`src/rtl/rr_arb_mux_nbit.sv`:
```
// M-channel, N-bit arbitrating multiplexer with a one-entry registered output and valid/ready handshakes.
// Define RR_ARB_MUX_FIXED_PRIO_EN for fixed priority (lowest index wins); default is round-robin.
module rr_arb_mux_nbit #(
  parameter int N = 32,
  parameter int M = 4,
  localparam int SEL_W = (M > 1) ? $clog2(M) : 1
) (
  input  logic             clk,
  input  logic             rst,
  input  logic [M*N-1:0]   in_data,
  input  logic [M-1:0]     in_valid,
  output logic [M-1:0]     in_ready,
  output logic [N-1:0]     out_data,
  output logic             out_valid,
  input  logic             out_ready,
  output logic [SEL_W-1:0] out_sel
);

  localparam int unsigned MU = M;

  typedef enum logic {EMPTY, FULL} state_t;

  state_t           state, state_next;
  logic             load;
  logic             any_req;
  logic [M-1:0]     grant;
  logic [SEL_W-1:0] gnt_idx;
  logic [N-1:0]     gnt_data;
  logic [SEL_W-1:0] ptr;
  logic [N-1:0]     ch_data [M];

  for (genvar i = 0; i < M; i++) begin : g_unpack
    assign ch_data[i] = in_data[i*N +: N];
  end

  assign out_valid = (state == FULL);
  assign load      = !out_valid || out_ready;
  assign in_ready  = {M{load & ~rst}} & grant;

  // Scan starts at ptr and wraps modulo M, so non-power-of-2 M never indexes past M-1.
  always_comb begin
    int unsigned idx;
    idx      = 0;
    grant    = '0;
    gnt_idx  = '0;
    gnt_data = '0;
    any_req  = 1'b0;
    for (int unsigned k = 0; k < MU; k++) begin
      idx = 32'(ptr) + k;
      if (idx >= MU) idx = idx - MU;
      if (!any_req && in_valid[SEL_W'(idx)]) begin
        any_req              = 1'b1;
        grant[SEL_W'(idx)]   = 1'b1;
        gnt_idx              = SEL_W'(idx);
        gnt_data             = ch_data[SEL_W'(idx)];
      end
    end
  end

`ifdef RR_ARB_MUX_FIXED_PRIO_EN
  assign ptr = '0;
`else
  always_ff @(posedge clk or posedge rst) begin
    if (rst) begin
      ptr <= '0;
    end else if (load && any_req) begin
      ptr <= (gnt_idx == SEL_W'(M - 1)) ? '0 : gnt_idx + SEL_W'(1);
    end
  end
`endif

  always_ff @(posedge clk or posedge rst) begin
    if (rst) state <= EMPTY;
    else     state <= state_next;
  end

  always_comb begin
    state_next = state;
    case (state)
      EMPTY:   if (any_req) state_next = FULL;
      FULL:    if (out_ready && !any_req) state_next = EMPTY;
      default: state_next = EMPTY;
    endcase
  end

  always_ff @(posedge clk or posedge rst) begin
    if (rst) begin
      out_data <= '0;
      out_sel  <= '0;
    end else if (load && any_req) begin
      out_data <= gnt_data;
      out_sel  <= gnt_idx;
    end
  end

endmodule

```
`config.mk`:
```
export PLATFORM = sky130hd
export DESIGN_NAME = rr_arb_mux_nbit
export DESIGN_NICKNAME = d
export VERILOG_FILES = /design/src/rtl/rr_arb_mux_nbit.sv
export SDC_FILE = /design/constraint.sdc
export NUM_CORES = 1
export LEC_CHECK = 0
export CORE_ASPECT_RATIO = 0.8
export CORE_MARGIN = 2
export CORE_UTILIZATION = 60
export CTS_BUF_LIST = sky130_fd_sc_hd__clkbuf_4
export CTS_CLUSTER_DIAMETER = 120
export DETAILED_ROUTE_END_ITERATION = 10
export DONT_BUFFER_PORTS = 1
export PLACE_DENSITY_LB_ADDON = 0.08
export SLEW_MARGIN = 20
export SYNTH_ARGS = -nofsm -noshare
export SYNTH_HDL_FRONTEND = slang
export SYNTH_SLANG_ARGS = --single-unit
```
`constraint.sdc`:
```
create_clock -name clk -period 5.1 [get_ports clk]
set_input_delay 1.275 -clock clk [delete_from_list [all_inputs] [get_ports clk]]
set_output_delay 1.275 -clock clk [all_outputs]
set_load 0.03 [all_outputs]
```
Word level (Yosys, flattened, before mapping)
Index checks and enable logic that the tools add are counted.
- $add $sub $neg: 8
- $lt $le $gt $ge: 16
- equal/unequal tests: 1
- mux-type cells: 52
- bitwise gates (word level): 11
- reductions and logical operators: 15
- operator list (operator ; count):
    32-bit two-way mux ; 12
    32-bit binary-select mux with 2-bit select ; 4
    3-bit greater-or-equal comparator, second input constant ; 7
    2-bit two-way mux ; 9
    4-bit two-way mux ; 4
    1-bit two-way mux ; 14
    2-bit by 3-bit < comparator with 1-bit output, second input constant ; 4
    2-bit NOT with 3-bit output ; 4
    4-bit bitwise OR ; 3
    1-bit logical AND ; 9
    1-bit binary-select mux with 2-bit select ; 4
    1-bit demux with 2-bit select ; 4
    2-bit by 1-bit greater-or-equal comparator with 1-bit output, second input constant ; 4
    2-bit by 1-bit subtractor with 2-bit output, second input constant ; 4
    2-bit by 2-bit adder with 3-bit output, second input constant ; 2
    1-bit logical NOT ; 5
    4-bit bitwise AND ; 1
    2-bit by 1-bit adder with 3-bit output, second input constant ; 1
    2-bit by 3-bit greater-or-equal comparator with 1-bit output, second input constant ; 1
    2-bit by 1-bit adder with 2-bit output, second input constant ; 1
    2-bit == test, second input constant ; 1
    1-bit NOT ; 2
    1-bit case mux with 2 select lines ; 1
    1-bit bitwise AND ; 1
    1-bit logical OR ; 1
- flip-flop bits (word level): 37
- bits of input ports: 135
- output and inout bits: 39
- logic and storage cells: 107

Logic depth before layout (Yosys ltp)
- word-level depth: 18
- depth in mapped cells: 13
- gate-level depth less buffers: 7

Least setup slack after synthesis
No wires, ideal clock.
- kind: reg-to-output
- start point: reg (tool-made name)
- end point: out in_ready[0]
- arrival time: 3132 ps
- data required time: 3825 ps
- path slack: 693 ps
- stages on the path, launching flop included: 14
- path buffers: 6
- cells stage by stage: dfrtp_1 buf_6 buf_2 buf_2 inv_1 ha_1 buf_2 mux4_2 nor2b_1 buf_2 buf_2 a221o_1 o21ai_0 a21oi_1
- RTL lines (element ; line ; RTL):
    end: declaration ; 12 ; output logic [M-1:0] in_ready,

==> run metrics <==
outcome=complete, no violations; Yosys reg bits=37; vias in the first global route=4418; Synth Net Count=620; DRT Wirelength=14090 µm; Slew Limit Fails=0; Power Density=749.0 nW/µm²; Pwr Total=4435 µW; die width=114.6 µm; Worst setup EP type=output port; final period utilization=90.02%; Cell variety after synth=35; initial antenna violation count=0; cell area after synthesis=5872 µm²; clock sinks=37; pre-CTS WS=0.8888 ns; die area=10600 µm²; register area share after synthesis=15.77%; Final Util=61.87%; area occupied by multi-input gates=4672 µm²; CTS tree=yes; hold_buf cts=0; maximum fanout along the worst path=39; clock skew=0.008136 ns; largest net degree at the start of global routing=72; via/cell ratio=8.007; Crit Path Class=reg2out; Slew @ Worst Pin=1.044 ns; Port Buf Inserts=0; max cap viols=0; Syn Area/Cell=12.26 µm²; hpwl dp=9446 µm; gpl congestion=0.8237; Final min period=4.591 ns; CP required=3.83 ns; Congestion Overflow GR=0; # IOs=174; Final ANT Viol Nets=0; Register Area=930.9 µm²; RSZ-0062 raised after global routing=false; fraction of layout cells with a size suffix above 1=43.28%; Core ar.=9569 µm²; Final WS setup=0.5087 ns; Diodes inserted=0; fmax=217.8 MHz; CTS root buffer=clkbuf_4; Ys Warns=0; setup_tns=0 ns; Worst VDD drop=1325 µV; DR vias=4468; Rel. slew slack=30.42%; Worst-path clk slew=0.12 ns; first-pass GRT wire length=22690 µm; DR pass1 iterations=5; count of final setup violators=0; Starting Density=61.36%; die span in y=92.48 µm; post-CTS setup buffers=0; CTS buffer count=5; P_leak=0.002121 µW; CTS H-tree depth=2; All-Layer GR Usage=27.22%; worst skew pair latency=0.34 ns; P&R area growth vs syn=0.8310%; post-CTS sizing=0; Fin. Hold Viols=0; Final #Nets=579; CP startpoint kind=flop; residual DRC count=0; WP data arrival=3.32 ns; Cell Rows=32; detailed router's first-iteration violation count=308; maximum clock insertion buffer count=2; Syn Inst Count=479; filler instances=778; worst min path class=reg2reg; wire length per cell=25.25 µm
## critical path, cell delays in order (launching register included)
cell and delay, ns:
dfrtp_4 0.81, inv_1 0.25, ha_4 0.35, mux4_2 0.33, buf_4 0.32, nor3_1 0.43, nand2_1 0.11, a21oi_1 0.17
buf_4 0.19
## registers in the layout, indices dropped and copies added (netlist names), named ones only
| signal | cells |
|---|---|
| out_data | 32 |
| out_valid | 1 |
| out_sel | 2 |
| ptr | 1 |
## per-layer routing
metal / vias up / routed length, µm / part of all wire [%] / GRT usage [%]
met2: 239 / 6909 / 49 / 43.84
met1: 2288 / 5444 / 39 / 37.46
met5: - / 0 / 0 / 0
met4: 0 / 117 / 0.83 / 4.878
met3: 11 / 1616 / 11 / 8.115
li1: 1930 / - / - / -
## metrics by stage
stage          cell area [µm²]  cells  hold WS (ns)
4_1_cts                   5917    558        0.7110
3_3_place_gp              5861    550        0.6909
3_5_place_dp              5861    550        0.6938
5_1_grt                   5921    558        0.7275
2_1_floorplan             5872    479        0.6557
6_report                  5921    558        0.7078
## cell families after synthesis
family | after synthesis | share of synthesized area (%)
AO/OA/AOI/OAI | 117 | 18.52
XOR/XNOR | 1 | 0.1492
adder cells (fa/ha/maj) | 6 | 1.278
buffers and inverters | 65 | 5.220
flip-flops | 37 | 15.77
multiplexers | 135 | 50.99
AND/OR/NAND/NOR | 118 | 8.076
## layout by cell type (no fill, tap or decap), drive strengths merged, types with 5 or more instances in the layout
cell	n
a21oi	5
a22oi	32
buf	13
clkbuf	7
dfrtp	37
ha	6
mux4	131
nand2	73
nor2	35
o211a	32
o21ai	7
o31ai	32
## path summary, 6_finish.rpt
| kind | endpoint | depth (start not counted) | start | slack [ns] |
|---|---|---|---|---|
| setup / recovery | in_ready[2] | 8 | flop | 0.51 |
| hold / removal | out_data[7] | 2 | out_data[7] | 0.71 |
| setup reg to reg | out_data[31] | 6 | flop | 1.47 |
| hold reg to reg | out_data[7] | 2 | out_data[7] | 0.71 |
| max in group asynchronous | asynchronous set/reset pin | 2 | rst | 3.75 |
| min in group asynchronous | out_data[14] | 2 | rst | 0.97 |
## final cells by class
type	instances	share of cell area, %
clock buffers	7	0.8876
multi-input cells	377	78.91
well taps	119	2.515
flip-flops and latches	37	15.72
clock inverters	1	0.06340
repair buffers	13	1.648
inverters	4	0.2536
## cell usage after synthesis, drive strengths merged
library cell  count  area, µm²
o31a              1      8.760
a221o             4      40.04
nand3             1      5.000
nand4             1      6.260
nor2b             1      6.260
ha                6      75.07
mux2              3      33.78
xnor2             1      8.760
nand2            73      274.0
o21ai             7      35.03
a21oi             5      25.02
dfrtp            37      925.9
o211a            32      320.3
nand2b            4      32.53
nor2             35      131.4
a211oi            1      7.510
mux2i             1      10.01
a32oi             1      8.760
mux4            131       2950
buf              27      163.9
nor3              1      5.000
inv               4      15.01
or4               1      7.510
a22oi            32      240.2
or3               1      6.260
a2111o            1      11.26
o32a              1      10.01
clkbuf           34      127.6
o31ai            32      380.4
## report_power, final
part / total (µW) / internal (µW) / switching, µW
clock: 167 / 63.8 / 103
sequential: 884 / 431 / 452
combinational: 3380 / 1850 / 1540
No activity file was read; power rests on OpenSTA's default activity.
